$ cat src/rtl/return_stack.sv
// return_stack: LIFO return-address stack for subroutine call/return.
//   push saves ret_in (PC+1) on top. pop removes the top entry. top_out is a
//   combinational read, so the PC mux can take the return address in the pop
//   cycle itself.
// Ports:
//   clk, reset             clock, synchronous active-high reset
//   push, pop, ret_in      stack requests and the address to store
//   clr_err                synchronous clear of the sticky error flags
//   top_out                current top entry, 0 while empty
//   empty, full, count     occupancy (empty/full decoded from count)
//   overflow, underflow    sticky error flags
module return_stack #(
  parameter int AW    = 10,
  parameter int DEPTH = 16,
  parameter int CW    = 5
) (
  input  logic          clk,
  input  logic          reset,
  input  logic          push,
  input  logic          pop,
  input  logic [AW-1:0] ret_in,
  input  logic          clr_err,
  output logic [AW-1:0] top_out,
  output logic          empty,
  output logic          full,
  output logic [CW-1:0] count,
  output logic          overflow,
  output logic          underflow
);

  localparam int IW = $clog2(DEPTH);

  logic [AW-1:0] mem [DEPTH];

  logic [IW-1:0] top_idx;
  logic [IW-1:0] wr_idx;
  logic          do_push;
  logic          do_pop;
  logic          do_replace;
  logic          wr_en;
  logic          ov_set;
  logic          un_set;

  always_comb begin
    empty   = (count == '0);
    full    = (count == CW'(DEPTH));
    // Low index bits wrap 0 -> DEPTH-1, which is exactly the top slot when full.
    top_idx = count[IW-1:0] - IW'(1);
    top_out = empty ? '0 : mem[top_idx];

    // push+pop on an empty stack degenerates to a plain push.
    do_push    = push & (pop ? empty : ~full);
    do_pop     = pop & ~push & ~empty;
    do_replace = push & pop & ~empty;

    wr_en  = ~reset & (do_push | do_replace);
    wr_idx = do_replace ? top_idx : count[IW-1:0];

    ov_set = push & ~pop & full;
    un_set = pop & ~push & empty;
  end

  always_ff @(posedge clk) begin
    if (reset) begin
      count     <= '0;
      overflow  <= 1'b0;
      underflow <= 1'b0;
    end else begin
      if (do_push)
        count <= count + CW'(1);
      else if (do_pop)
        count <= count - CW'(1);
      // A new error in the same cycle as clr_err keeps the flag set.
      overflow  <= ov_set | (overflow & ~clr_err);
      underflow <= un_set | (underflow & ~clr_err);
    end
  end

  // Storage is not reset; empty masks stale contents on top_out.
  always_ff @(posedge clk) begin
    if (wr_en)
      mem[wr_idx] <= ret_in;
  end

endmodule
$ cat config.mk
export PLATFORM = sky130hd
export DESIGN_NAME = return_stack
export DESIGN_NICKNAME = d
export VERILOG_FILES = /design/src/rtl/return_stack.sv
export SDC_FILE = /design/constraint.sdc
export NUM_CORES = 1
export LEC_CHECK = 0
export CELL_PAD_IN_SITES_DETAIL_PLACEMENT = 1
export CELL_PAD_IN_SITES_GLOBAL_PLACEMENT = 2
export CORE_ASPECT_RATIO = 0.7
export CORE_UTILIZATION = 40
export DETAILED_ROUTE_END_ITERATION = 16
export PLACE_DENSITY_LB_ADDON = 0.12
export SLEW_MARGIN = 20
export SYNTH_ARGS = -nofsm -noshare
export SYNTH_HDL_FRONTEND = slang
export SYNTH_SLANG_ARGS = --single-unit
$ cat constraint.sdc
create_clock -name clk -period 4.12 [get_ports clk]
set_clock_uncertainty 0.2 [all_clocks]
set_input_delay 0.618 -clock clk [delete_from_list [all_inputs] [get_ports clk]]
set_output_delay 0.618 -clock clk [all_outputs]
set_load 0.02 [all_outputs]
==> results.sh, run 1 <==
export IMPL_post_synth_top_area_cell="sky130_fd_sc_hd__edfxtp_1"
export IMPL_post_cts_resized=0
export IMPL_yosysWarnings=0
export IMPL_hold_buffers=0
export IMPL_design_final_nets=441
export IMPL_clock_latency_ns=0.42
export IMPL_final_hold_violation_count=0
export IMPL_critical_path_class="flip-flop to output port"
export IMPL_wl_um=16300
export IMPL_maxCapViolations=0
export IMPL_fillers=1543
export IMPL_maxClockFrequency_mhz=256
export IMPL_clkSlewWorstSetupHoldPaths_ns=0.06
export IMPL_1st_pass_router_iterations=4
export IMPL_global_route_usage_total_pct=19.6
export IMPL_slew_violations=0
export IMPL_rsz0062_at_grt="false"
export IMPL_clk_path_buf_depth=2
export IMPL_cellLeakagePower_uw=0.00273
export IMPL_routed_length_on_met1_um=7940
export IMPL_ys_top_cells_by_area="sky130_fd_sc_hd__edfxtp_1 69%, sky130_fd_sc_hd__mux4_2 13%, sky130_fd_sc_hd__mux2i_1 3.2%"
export IMPL_cts_tree="yes"
export IMPL_num_io_pins=34
export IMPL_clock_sinks=167
export IMPL_power_dens_cells_mw_per_mm2=766
export IMPL_post_cts_buffers=0
export IMPL_kind_of_end_point_of_the_critical_path="output port"
export IMPL_port_buffers=33
export IMPL_die_area_mm2=0.0178
export IMPL_synth_async_reset_ratio_pct=0
export IMPL_peakVddDrop_mv=0.432
export IMPL_maximum_number_of_pins_on_one_net_before_global_route_repair=45
export IMPL_globalRouteOverflowTotal=0
export IMPL_initial_antenna_violation_count=0
export IMPL_synth_cells_most_frequent="160 x sky130_fd_sc_hd__edfxtp_1, 40 x sky130_fd_sc_hd__mux4_2, 22 x sky130_fd_sc_hd__mux2i_1, 19 x sky130_fd_sc_hd__nor2_1, 12 x sky130_fd_sc_hd__nor3_1"
export IMPL_synth_top_cell_area_share_pct=69.4
export IMPL_setup_viol=0
export IMPL_vias=3662
export IMPL_layout_drive_gt1_share_pct=27.9
export IMPL_detail_route_met3_wl_um=744
export IMPL_setup_total_negative_slack_ns=0
export IMPL_met2_length_um=7460
export IMPL_worstMarginPinSlew_ns=1.02
export IMPL_ys_seq_area_share_pct=71.4
export IMPL_synthesis_instances=361
export IMPL_normalized_max_slew_margin_pct=31.5
export IMPL_placement_rows=39
export IMPL_grt_pass1_wl_um=24600
export IMPL_globalplace_congestion=0.722
export IMPL_layout_worst_path_cycle_share_pct=94.9
export IMPL_cts_root_buf="sky130_fd_sc_hd__clkbuf_16"
export IMPL_yosysMostFrequentCell="sky130_fd_sc_hd__edfxtp_1"
export IMPL_synth_distinct_cells=52
export IMPL_synthesis_area_per_instance_um2=19.2
export IMPL_dp_cells=626
export IMPL_hold_path_class="flip-flop to flip-flop"
export IMPL_finalCriticalPeriod_ns=3.91
export IMPL_start_kind="flip-flop"
export IMPL_ant_nets=0
export IMPL_cts_inserted_buffers=17
export IMPL_outcome="finished, final reports clean"
export IMPL_dp_hpwl_um=10500
export IMPL_crit_arrival_ns=3.09
export IMPL_post_route_drc_count=0
export IMPL_route_detailed_vias_per_inst=5.57
export IMPL_die_height_um=112
export IMPL_synth_enable_flop_cells=160
export IMPL_area_growth_pct=20.4
export IMPL_insertedDiodeCount=0
export IMPL_design_core_area_mm2=0.0166
export IMPL_first_global_vias=3883
export IMPL_drt_first_iter_violations=238
export IMPL_postSynthNetCount=382
export IMPL_primary_flip_flop_cell_chosen_by_synthesis_mapping="sky130_fd_sc_hd__edfxtp_1"
export IMPL_avgRoutedWirePerCell_um=24.8
export IMPL_yosys_register_bits=167
export IMPL_ctsHtreeMaxLevel=4
export IMPL_cp_required_ns=3.30
export IMPL_path_max_fanout=8
export IMPL_die_x_um=159
export IMPL_final_standard_cell_count_with_taps_included_and_fillers_excluded=658
export IMPL_start_util_pct=41.6
export IMPL_routed_top_layer="met4"
export IMPL_synth_cell_area_mm2=0.00692
==> stage by stage <==
step / hold slack [ns] / util (%) / setup slack, ns / total power, µW / cell area [µm²]
final: 0.314 / 50.1 / 0.212 / 6380 / 8340
after global routing: 0.382 / 50.1 / 0.0502 / 6670 / 8340
after CTS: 0.320 / 50.1 / 0.174 / 6460 / 8340
after detailed placement: 0.304 / 46.3 / 0.432 / 4750 / 7710
after global placement: 0.295 / 46.3 / 0.561 / 4740 / 7710
after floorplan: 0.431 / - / 0.594 / 3770 / 6920
==> critical path, stage by stage, from the launching register on <==
cell and delay (ns):
sky130_fd_sc_hd__dfxtp_1 0.40, sky130_fd_sc_hd__or3_1 0.57, sky130_fd_sc_hd__xor2_4 0.46, sky130_fd_sc_hd__buf_4 0.29
sky130_fd_sc_hd__mux2i_1 0.11, sky130_fd_sc_hd__o22ai_1 0.19, sky130_fd_sc_hd__clkdlybuf4s50_1 0.64
==> routing by layer <==
metal	GRT usage [%]	vias to the layer above
met1	28.9	1954
met5	0	-
li1	-	1607
met2	29.3	86
met4	6.15	0
met3	4.29	15
==> cell families after synthesis <==
| kind of cell | synth area share (%) |
|---|---|
| XOR/XNOR | 0.380 |
| adder cells (fa/ha/maj) | 1.19 |
| AND/OR/NAND/NOR | 4.90 |
| AO/OA/AOI/OAI | 3.83 |
| multiplexers | 16.4 |
| flip-flops | 71.4 |
| buffers and inverters | 1.93 |
==> placed cells by master, fill, tap and decap left out, types with 2 or more instances in the layout <==
| cell | count |
|---|---|
| sky130_fd_sc_hd__a211oi_1 | 3 |
| sky130_fd_sc_hd__a21o_1 | 2 |
| sky130_fd_sc_hd__a21oi_1 | 4 |
| sky130_fd_sc_hd__a22oi_1 | 2 |
| sky130_fd_sc_hd__a31oi_1 | 6 |
| sky130_fd_sc_hd__buf_4 | 25 |
| sky130_fd_sc_hd__bufinv_16 | 4 |
| sky130_fd_sc_hd__clkbuf_1 | 2 |
| sky130_fd_sc_hd__clkbuf_16 | 17 |
| sky130_fd_sc_hd__clkbuf_8 | 2 |
| sky130_fd_sc_hd__clkdlybuf4s50_1 | 33 |
| sky130_fd_sc_hd__clkinv_2 | 2 |
| sky130_fd_sc_hd__clkinvlp_4 | 3 |
| sky130_fd_sc_hd__dfxtp_1 | 6 |
| sky130_fd_sc_hd__edfxtp_1 | 160 |
| sky130_fd_sc_hd__ha_1 | 4 |
| sky130_fd_sc_hd__inv_1 | 7 |
| sky130_fd_sc_hd__inv_2 | 2 |
| sky130_fd_sc_hd__inv_6 | 2 |
| sky130_fd_sc_hd__mux2i_1 | 22 |
| sky130_fd_sc_hd__mux4_2 | 40 |
| sky130_fd_sc_hd__nand2_1 | 3 |
| sky130_fd_sc_hd__nand2b_1 | 3 |
| sky130_fd_sc_hd__nand3_1 | 2 |
| sky130_fd_sc_hd__nor2_1 | 19 |
| sky130_fd_sc_hd__nor3_1 | 4 |
| sky130_fd_sc_hd__nor3_2 | 8 |
| sky130_fd_sc_hd__nor4_1 | 2 |
| sky130_fd_sc_hd__nor4b_1 | 2 |
| sky130_fd_sc_hd__o21ai_0 | 2 |
| sky130_fd_sc_hd__o22ai_1 | 10 |
==> state kept, by name (all words and copies together), names as in the netlist <==
| register | count |
|---|---|
| count | 5 |
| mem | 160 |
| overflow | 1 |
| underflow | 1 |
==> path summary, 6_finish.rpt <==
kind,startpoint,to,slack [ns],cells past startpoint
setup reg to reg,count[1]$_SDFFE_PP0P_,count[4]$_SDFFE_PP0P_,0.65,10
hold / removal,underflow$_SDFF_PP0_,underflow$_SDFF_PP0_,0.31,2
setup / recovery,count[1]$_SDFFE_PP0P_,top_out[9],0.21,6
hold reg to reg,underflow$_SDFF_PP0_,underflow$_SDFF_PP0_,0.31,2
==> cell type report <==
type	instances	area, µm²	area share, %
clock buffers	21	460	5.52
well taps	225	282	3.38
inverters	9	33.8	0.405
multi-input cells	166	1910	22.9
clock inverters	11	170	2.04
flip-flops and latches	167	4950	59.3
repair buffers	59	538	6.45
==> power breakdown <==
part           leakage (µW)  internal [µW]  switching [µW]  total (µW)
clock network      0.000300           1050             638        1690
registers           0.00150           1970            81.4        2050
logic              0.000932           1190            1460        2640
(Power assumes the default switching activity.)
==> run 2: changes to the inputs <==
- CELL_PAD_IN_SITES_DETAIL_PLACEMENT: 1 -> default
- CELL_PAD_IN_SITES_GLOBAL_PLACEMENT: 2 -> default
- CORE_MARGIN: default -> 4
- clock period: 4.12 -> 4.58 ns (I/O delays scaled with it)
==> run 2 against run 1 <==
  * Cell count fell by 1.4%
  * First-iteration DRC count is 11% higher
  * Power down 11%
  * Sequential power decreased by 10%
  * Global-route usage fell by 3.9 points
  * Core utilization shrank 0.41 points
  * Via count fell by 4.5%
  * Sequential share of layout area grew 0.49 points
  * Wire length shrank 11%
  * Die area grew 9.3%
  * Highest routed layer unchanged
==> results.sh, run 2 (synthesis results as in run 1) <==
export IMPL_crit_arrival_ns=3.17
export IMPL_largest_register_ff_count=160
export IMPL_ant_nets=0
export IMPL_setup_reg_to_reg_worst_slack_ns=1.01
export IMPL_start_kind="flip-flop"
export IMPL_power_total_uw=5670
export IMPL_1st_pass_router_iterations=5
export IMPL_layout_cells_most_common_list="160 x sky130_fd_sc_hd__edfxtp_1, 40 x sky130_fd_sc_hd__mux4_2, 33 x sky130_fd_sc_hd__clkdlybuf4s50_1"
export IMPL_clock_latency_ns=0.42
export IMPL_finalCriticalPeriod_ns=4.06
export IMPL_dp_hpwl_um=9360
export IMPL_worstMarginPinSlew_ns=1.05
export IMPL_layout_worst_path_cycle_share_pct=88.7
export IMPL_maxCapViolations=0
export IMPL_clock_sinks=167
export IMPL_clkSlewWorstSetupHoldPaths_ns=0.06
export IMPL_die_area_mm2=0.0195
export IMPL_cellLeakagePower_uw=0.00269
export IMPL_outcome="finished, final reports clean"
export IMPL_maxClockFrequency_mhz=246
export IMPL_worst_r2r_endpoint="count[4]$_SDFFE_PP0P_"
export IMPL_normalized_max_slew_margin_pct=29.7
export IMPL_port_buffers=33
export IMPL_area_growth_pct=19.4
export IMPL_first_global_vias=3605
export IMPL_setup_total_negative_slack_ns=0
export IMPL_pwr_share_clk_pct=26.8
export IMPL_reg_largest_list="mem x160, count x5"
export IMPL_final_hold_violation_count=0
export IMPL_avgRoutedWirePerCell_um=22.3
export IMPL_die_x_um=165
export IMPL_cp_required_ns=3.69
export IMPL_peakVddDrop_mv=0.330
export IMPL_drt_first_iter_violations=264
export IMPL_layout_drive_gt1_share_pct=26.4
export IMPL_combinationalPowerShare_pct=40.8
export IMPL_p_switching_uw=1950
export IMPL_setup_viol=0
export IMPL_design_final_nets=432
export IMPL_timing_hold_ws_ns=0.323
export IMPL_cts_inserted_buffers=17
export IMPL_initial_antenna_violation_count=0
export IMPL_wl_um=14500
export IMPL_layout_cells_most_common="sky130_fd_sc_hd__edfxtp_1"
export IMPL_maximum_number_of_pins_on_one_net_before_global_route_repair=48
export IMPL_num_io_pins=34
export IMPL_cellInternalPower_uw=3720
export IMPL_cts_tree="yes"
export IMPL_largest_register="mem"
export IMPL_globalplace_congestion=0.788
export IMPL_clk_path_buf_depth=2
export IMPL_finalInstanceArea_mm2=0.00827
export IMPL_timing_hold_worst_path_depth=2
export IMPL_post_route_drc_count=0
export IMPL_power_dens_cells_mw_per_mm2=686
export IMPL_placement_rows=39
export IMPL_die_height_um=118
export IMPL_hold_path_startpoint="overflow$_SDFF_PP0_"
export IMPL_start_util_pct=41.6
export IMPL_min_delay_worst_endpoint="overflow$_SDFF_PP0_"
export IMPL_hold_path_class="flip-flop to flip-flop"
export IMPL_path_max_fanout=17
export IMPL_dp_cells=617
export IMPL_sw_frac_of_total_pct=34.4
export IMPL_critical_path_class="flip-flop to output port"
export IMPL_route_detailed_vias_per_inst=5.39
export IMPL_global_route_usage_total_pct=15.7
export IMPL_worst_r2r_path_depth=10
export IMPL_design_core_area_mm2=0.0166
export IMPL_final_standard_cell_count_with_taps_included_and_fillers_excluded=649
export IMPL_detailed_place_area_mm2=0.00763
export IMPL_grt_pass1_wl_um=22300
export IMPL_worst_r2r_startpoint="count[1]$_SDFFE_PP0P_"
export IMPL_slew_violations=0
export IMPL_ctsHtreeMaxLevel=4
export IMPL_cts_root_buf="sky130_fd_sc_hd__clkbuf_16"
export IMPL_globalRouteOverflowTotal=0
export IMPL_hold_buffers=0
export IMPL_kind_of_end_point_of_the_critical_path="output port"
export IMPL_post_cts_buffers=0
export IMPL_vias=3496
export IMPL_rsz0062_at_grt="false"
export IMPL_post_cts_resized=0
export IMPL_insertedDiodeCount=0
export IMPL_sequentialPowerShare_pct=32.4
==> run 2: worst max path at each step <==
stage                               start                    end  cells past startpoint
global placement    count[0]$_SDFFE_PP0P_             top_out[9]                      7
CTS                 count[1]$_SDFFE_PP0P_             top_out[1]                      7
detailed placement                    pop  count[4]$_SDFFE_PP0P_                      9
finish              count[1]$_SDFFE_PP0P_             top_out[1]                      7
floorplan           count[0]$_SDFFE_PP0P_  count[4]$_SDFFE_PP0P_                     11
global route        count[1]$_SDFFE_PP0P_             top_out[5]                      7
==> run 2: metrics by stage <==
stage          utilization [%]  setup WS [ns]
6_report                  49.7          0.520
5_1_grt                   49.7          0.255
4_1_cts                   49.6          0.446
3_5_place_dp              45.9          0.600
3_3_place_gp              45.8          0.650
2_1_floorplan                -           1.05
==> run 2: layout make-up <==
class	instances	area [µm²]
Timing Repair Buffer	50	458
Clock buffer	19	433
Clock inverter	13	193
Tap cell	225	282
Multi-Input combinational cell	166	1920
Sequential cell	167	4950
Inverter	9	33.8
Fill cell	1395	8370
==> run 2: power by group through the flow <==
stage	Clock (µW)	Combinational [µW]	Sequential, µW
detailed placement	0	2340	1870
CTS	1540	2350	1840
floorplan	0	1530	1860
global placement	0	2330	1870
finish	1520	2320	1840
global route	1640	2500	1850
==> run 2: worst max-delay path: stages (launching register included) <==
cell	delay, ns
sky130_fd_sc_hd__dfxtp_1	0.43
sky130_fd_sc_hd__inv_1	0.16
sky130_fd_sc_hd__ha_2	0.57
sky130_fd_sc_hd__buf_4	0.34
sky130_fd_sc_hd__mux4_2	0.36
sky130_fd_sc_hd__mux2i_1	0.21
sky130_fd_sc_hd__o22ai_1	0.11
sky130_fd_sc_hd__clkdlybuf4s50_1	0.57
==> run 2: metal layers <==
| layer | up-vias | share of wire, % | global-route usage [%] |
|---|---|---|---|
| met1 | 1816 | 48 | 23.4 |
| met5 | - | 0 | 0 |
| met2 | 73 | 46 | 23.4 |
| met3 | 10 | 5.0 | 3.85 |
| met4 | 0 | 0.80 | 3.74 |
| li1 | 1597 | - | - |
